==> config.mk <==
export PLATFORM = sky130hd
export DESIGN_NAME = regfile_write_arbiter
export DESIGN_NICKNAME = d
export VERILOG_FILES = /design/src/rtl/regfile_write_arbiter.sv
export SDC_FILE = /design/constraint.sdc
export NUM_CORES = 1
export LEC_CHECK = 0
export ABC_CLOCK_PERIOD_IN_PS = 2200
export CAP_MARGIN = 15
export CORE_ASPECT_RATIO = 2
export CORE_MARGIN = 3
export CORE_UTILIZATION = 40
export DETAILED_ROUTE_END_ITERATION = 10
export PLACE_DENSITY_LB_ADDON = 0.12
export SYNTH_ARGS = -nofsm -noshare
export SYNTH_HDL_FRONTEND = slang
export SYNTH_SLANG_ARGS = --single-unit
==> constraint.sdc <==
create_clock -name clk -period 2.2 [get_ports clk]
set_input_delay 0.33 -clock clk [delete_from_list [all_inputs] [get_ports clk]]
set_output_delay 0.33 -clock clk [all_outputs]
set_load 0.01 [all_outputs]
==> src/rtl/regfile_write_arbiter.sv <==
// Write-port arbiter for the 16 x 32 register bank: round-robin between ALU
// writeback and load return, with a load scoreboard that stalls hazards.
module regfile_write_arbiter #(
  parameter int DATA_W = 32,
  parameter int ADDR_W = 4
) (
  input  logic                     clk,
  input  logic                     rst_n,
  input  logic                     alu_wr_valid,
  input  logic [ADDR_W-1:0]        alu_wr_dest,
  input  logic [DATA_W-1:0]        alu_wr_data,
  output logic                     alu_wr_ready,
  input  logic                     ld_wr_valid,
  input  logic [ADDR_W-1:0]        ld_wr_dest,
  input  logic [DATA_W-1:0]        ld_wr_data,
  output logic                     ld_wr_ready,
  input  logic                     ld_issue_valid,
  input  logic [ADDR_W-1:0]        ld_issue_dest,
  output logic                     ld_issue_ready,
  input  logic [ADDR_W-1:0]        rd_src1,
  input  logic [ADDR_W-1:0]        rd_src2,
  output logic                     rd_stall,
  output logic                     rf_we,
  output logic [ADDR_W-1:0]        rf_dest,
  output logic [DATA_W-1:0]        rf_wdata,
  output logic [(2**ADDR_W)-1:0]   pending,
  output logic                     err
);

  localparam int NREG = 2**ADDR_W;

  logic            prio_r;
  logic            rf_is_ld_r;
  logic            alu_elig_s;
  logic            ld_elig_s;
  logic            alu_gnt_s;
  logic            ld_gnt_s;
  logic            ld_hit_s;
  logic            issue_set_s;
  logic [NREG-1:0] set_mask_s;
  logic [NREG-1:0] clr_mask_s;

  // Eligibility and single-grant round-robin arbitration; readies held low in reset.
  always_comb begin
    alu_elig_s = alu_wr_valid & ~pending[alu_wr_dest];
    ld_elig_s  = ld_wr_valid;
    alu_gnt_s  = 1'b0;
    ld_gnt_s   = 1'b0;
    if (rst_n) begin
      if (alu_elig_s && ld_elig_s) begin
        if (prio_r) begin
          ld_gnt_s = 1'b1;
        end else begin
          alu_gnt_s = 1'b1;
        end
      end else if (alu_elig_s) begin
        alu_gnt_s = 1'b1;
      end else if (ld_elig_s) begin
        ld_gnt_s = 1'b1;
      end else begin
        alu_gnt_s = 1'b0;
      end
    end else begin
      alu_gnt_s = 1'b0;
    end
  end

  assign alu_wr_ready = alu_gnt_s;
  assign ld_wr_ready  = ld_gnt_s;
  assign ld_hit_s     = pending[ld_wr_dest];

  // Scoreboard masks: the clear follows the committed load write, one cycle after its grant.
  always_comb begin
    ld_issue_ready = rst_n & ~pending[ld_issue_dest];
    issue_set_s    = ld_issue_ready & ld_issue_valid;
    set_mask_s     = '0;
    clr_mask_s     = '0;
    if (issue_set_s) begin
      set_mask_s[ld_issue_dest] = 1'b1;
    end else begin
      set_mask_s = '0;
    end
    if (rf_we && rf_is_ld_r) begin
      clr_mask_s[rf_dest] = 1'b1;
    end else begin
      clr_mask_s = '0;
    end
  end

  // Read hazard: no bypass, so an in-flight bank write also stalls decode.
  always_comb begin
    rd_stall = pending[rd_src1] | pending[rd_src2] |
               (rf_we & ((rf_dest == rd_src1) | (rf_dest == rd_src2)));
  end

  // Registered bank write port, priority pointer, scoreboard and sticky error.
  always_ff @(posedge clk or negedge rst_n) begin
    if (!rst_n) begin
      rf_we      <= 1'b0;
      rf_dest    <= '0;
      rf_wdata   <= '0;
      rf_is_ld_r <= 1'b0;
      prio_r     <= 1'b0;
      pending    <= '0;
      err        <= 1'b0;
    end else begin
      if (alu_elig_s && ld_elig_s) begin
        prio_r <= alu_gnt_s;
      end else begin
        prio_r <= prio_r;
      end
      if (alu_gnt_s) begin
        rf_we      <= 1'b1;
        rf_dest    <= alu_wr_dest;
        rf_wdata   <= alu_wr_data;
        rf_is_ld_r <= 1'b0;
      end else if (ld_gnt_s && ld_hit_s) begin
        rf_we      <= 1'b1;
        rf_dest    <= ld_wr_dest;
        rf_wdata   <= ld_wr_data;
        rf_is_ld_r <= 1'b1;
      end else begin
        rf_we      <= 1'b0;
        rf_is_ld_r <= 1'b0;
      end
      // A return to a register with no outstanding load is dropped and flagged.
      err     <= err | (ld_gnt_s & ~ld_hit_s);
      pending <= (pending & ~clr_mask_s) | set_mask_s;
    end
  end

endmodule

==> impl_results.md <==
- Clock power share: 0.126
- Synth Cell Area: 3670 µm²
- Syn. warnings: 0
- GP Congestion: 0.901
- Worst-path clk slew: 0.07 ns
- Drt total wl: 13.6 mm
- Worst-Margin Slew: 0.463 ns
- Largest family of logic cells by synthesized area: compound AO/OA/AOI/OAI gates
- Area Overhead vs Synth: 65.2%
- Number of CTS-inserted buffers: 5
- Sequential cell area fraction in the yosys report: 0.382
- Syn Area/Cell: 10.6 µm²
- # port buffers: 146
- Final WS setup: -0.316 ns
- Clock Sinks: 56
- Vias in the first global route: 3906
- RSZ-0062 raised after global routing: yes
- Cells taking the most area after synthesis: dfrtp_1 38%, o221ai_2 12%, mux4_2 9.2%, inv_1 7.8%, nand3_1 5.0%
- Pwr per Cell Area: 1040 nW/µm²
- Required time worst endpoint: 1.87 ns
- Outcome: finished, violations left
- Fin. max-slew vios: 0
- CP Data Arrival Time: 2.19 ns
- Comb power frac: 0.573
- TritonRoute pass-1 iters: 4
- Synth top area share: 0.382
- Post-synthesis xor/xnor area fraction: 0.0191
- H-tree lvl count: 2
- Setup violations, final: 2
- Complex-gate fraction of the synthesized area: 0.216
- Unique masters post-synth: 34
- Die width: 73.7 µm
- LEAKAGE: 2.51 nW
- Psw: 2.34 mW
- Root Buffer: clkbuf_16
- Sw Ratio: 0.371
- Mapped Cells: 346
- Multiplexer share of the synthesized area: 0.155
- NumNets Final: 637
- Critical path endpoint category: output port
- Crit path launch type: flop
- Fin. Hold Viols: 0
- Die ar.: 10400 µm²
- Core footprint: 8770 µm²
- Vias: 3616
- Yosys reg bits: 56
- Drt initial violations: 226
- Synth Area in Simple Gates: 0.105
- Crit Path Max Fanout: 4
- Share of layout cells above drive strength 1: 0.297
- Largest net degree at the start of global routing: 37
- Max Freq: 397 MHz
- Setup tns final: -0.555 ns
- P_int: 3.97 mW
- Max cap viols: 0
- Via/cell ratio: 5.56
- TritonCTS clock tree: built
- Cell taking the most area after synthesis: dfrtp_1
- Wire length per cell: 21.0 µm
- Overflow after GRT: 0
- Global-route wire length before repair: 20.8 mm
- # DRC: 0
- Crit path kind: reg -> out
- I/O pin count: 147
- Clock Path Buffers: 2
- Sequential power share: 0.301
- Hold Slack: 0.392 ns
- Final worst path period share: 1.14
- Initial Util: 0.418
- Slew headroom: 0.692
- Post-Synth Adder-Cell Area: 0
- GRT Total Usage: 0.268
- Peak VDD IR: 0.607 mV
- Clock Latency Late Sink: 0.30 ns
- Post-route ant nets: 0
- Synth Net Count: 435
- Final Skew: 0.00904 ns
- HP Class: in -> async
- Rows: 48
- Failing checks: negative setup slack
- Initial antenna violation count: 1
- Die height: 141 µm
- Tmin final: 2.52 ns
- Post-DP HPWL: 10.7 mm
[sequential cells by signal, indices dropped and copies added (netlist names)]
name        count
err             1
rf_is_ld_r      1
rf_wdata       32
rf_dest         4
rf_we           1
pending        16
prio_r          1
[cell usage in the layout, fill, tap and decap left out, drive strengths merged, types with 5 or more instances in the layout]
cell and count:
buf 74, clkbuf 8, clkdlybuf4s50 133, dfrtp 56
dlygate4sd2 5, inv 76, mux2i 11, mux4 19
nand2 9, nand3 37, nand4 6, o21ai 30
o221ai 41, or2 5, or3 5
[layer usage]
metal,up-vias,wire length (µm),global-route usage
met1,1727,4180,0.253
met2,178,7780,0.502
li1,1666,-,-
met3,45,724,0.0376
met4,0,931,0.181
met5,-,0,0
[timing repair]
action	in CTS	in global routing
endpoints found under the hold margin	1	0
cloned	1	1
resized for setup	56	12
hold buffers	1	0
buffers inserted	11	3
pin swaps	5	4
setup endpoints to repair	41	21
[synthesized netlist by cell type, drive strengths merged]
library cell / instances
a211o: 1
a21boi: 1
a21o: 1
and2: 2
buf: 13
clkbuf: 9
dfrtp: 56
inv: 76
mux2: 1
mux2i: 11
mux4: 19
nand2: 9
nand2b: 4
nand3: 37
nand3b: 1
nand4: 6
nand4b: 1
nor2b: 2
o21ai: 30
o221ai: 41
o22ai: 3
o2bb2ai: 1
o31ai: 2
o41ai: 1
or2: 5
or3: 5
xnor2: 4
xor2: 4
[through the flow]
stage | power (mW) | instance area (µm²) | utilization | setup WS, ns | instances
6_report | 6.31 | 6060 | 0.691 | -0.316 | 650
3_5_place_dp | 5.22 | 5600 | 0.638 | -0.870 | 625
2_1_floorplan | 3.31 | 3670 | - | 0.0111 | 346
4_1_cts | 6.26 | 5960 | 0.680 | -0.316 | 646
5_1_grt | 6.66 | 6060 | 0.691 | -0.376 | 650
3_3_place_gp | 5.16 | 5600 | 0.638 | -0.850 | 625
[critical path, cell delays in order, from the launching register on]
cell and delay, ns:
dfrtp_2 0.43, buf_12 0.13, mux4_2 0.45, mux4_2 0.48
a211o_1 0.27, buf_2 0.14
[worst paths after layout]
| kind | from | to | slack, ns | cells past startpoint |
|---|---|---|---|---|
| hold reg to reg | err$_DFF_PN0_ | err$_DFF_PN0_ | 0.48 | 1 |
| setup reg to reg | pending[3]$_DFF_PN0_ | rf_wdata[29]$_DFFE_PN0P_ | 0.07 | 8 |
| hold / removal | rst_n | prio_r$_DFFE_PN0P_ | 0.39 | 2 |
| setup / recovery | pending[15]$_DFF_PN0_ | rd_stall | -0.32 | 5 |
| max in group asynchronous | rst_n | pending[10]$_DFF_PN0_ | 0.59 | 5 |
| min in group clk | err$_DFF_PN0_ | err$_DFF_PN0_ | 0.48 | 1 |
[cell families (layout without fill, tap and decap cells)]
logic type,Yosys count,in the layout
buf+inv,98,301
xor+xnor,8,8
other cells,0,1
mux,31,31
simple gates,72,72
flops,56,56
compound gates,81,81
[power groups by stage]
stage | Sequential, mW | Combinational, mW | Clock [mW]
floorplan | 2.04 | 1.27 | 0
global placement | 1.90 | 3.26 | 0
detailed placement | 1.92 | 3.31 | 0
CTS | 1.89 | 3.56 | 0.817
global route | 1.94 | 3.87 | 0.849
finish | 1.90 | 3.62 | 0.792
[layout make-up]
cell class | count | area, µm²
Fill cell | 675 | 2710
Timing Repair Buffer | 217 | 2130
Multi-Input combinational cell | 192 | 1960
Sequential cell | 56 | 1410
Inverter | 76 | 285
Clock buffer | 7 | 133
Tap cell | 100 | 125
Clock inverter | 1 | 8.76
Antenna cell | 1 | 2.50
No activity file was read; power rests on OpenSTA's default activity.
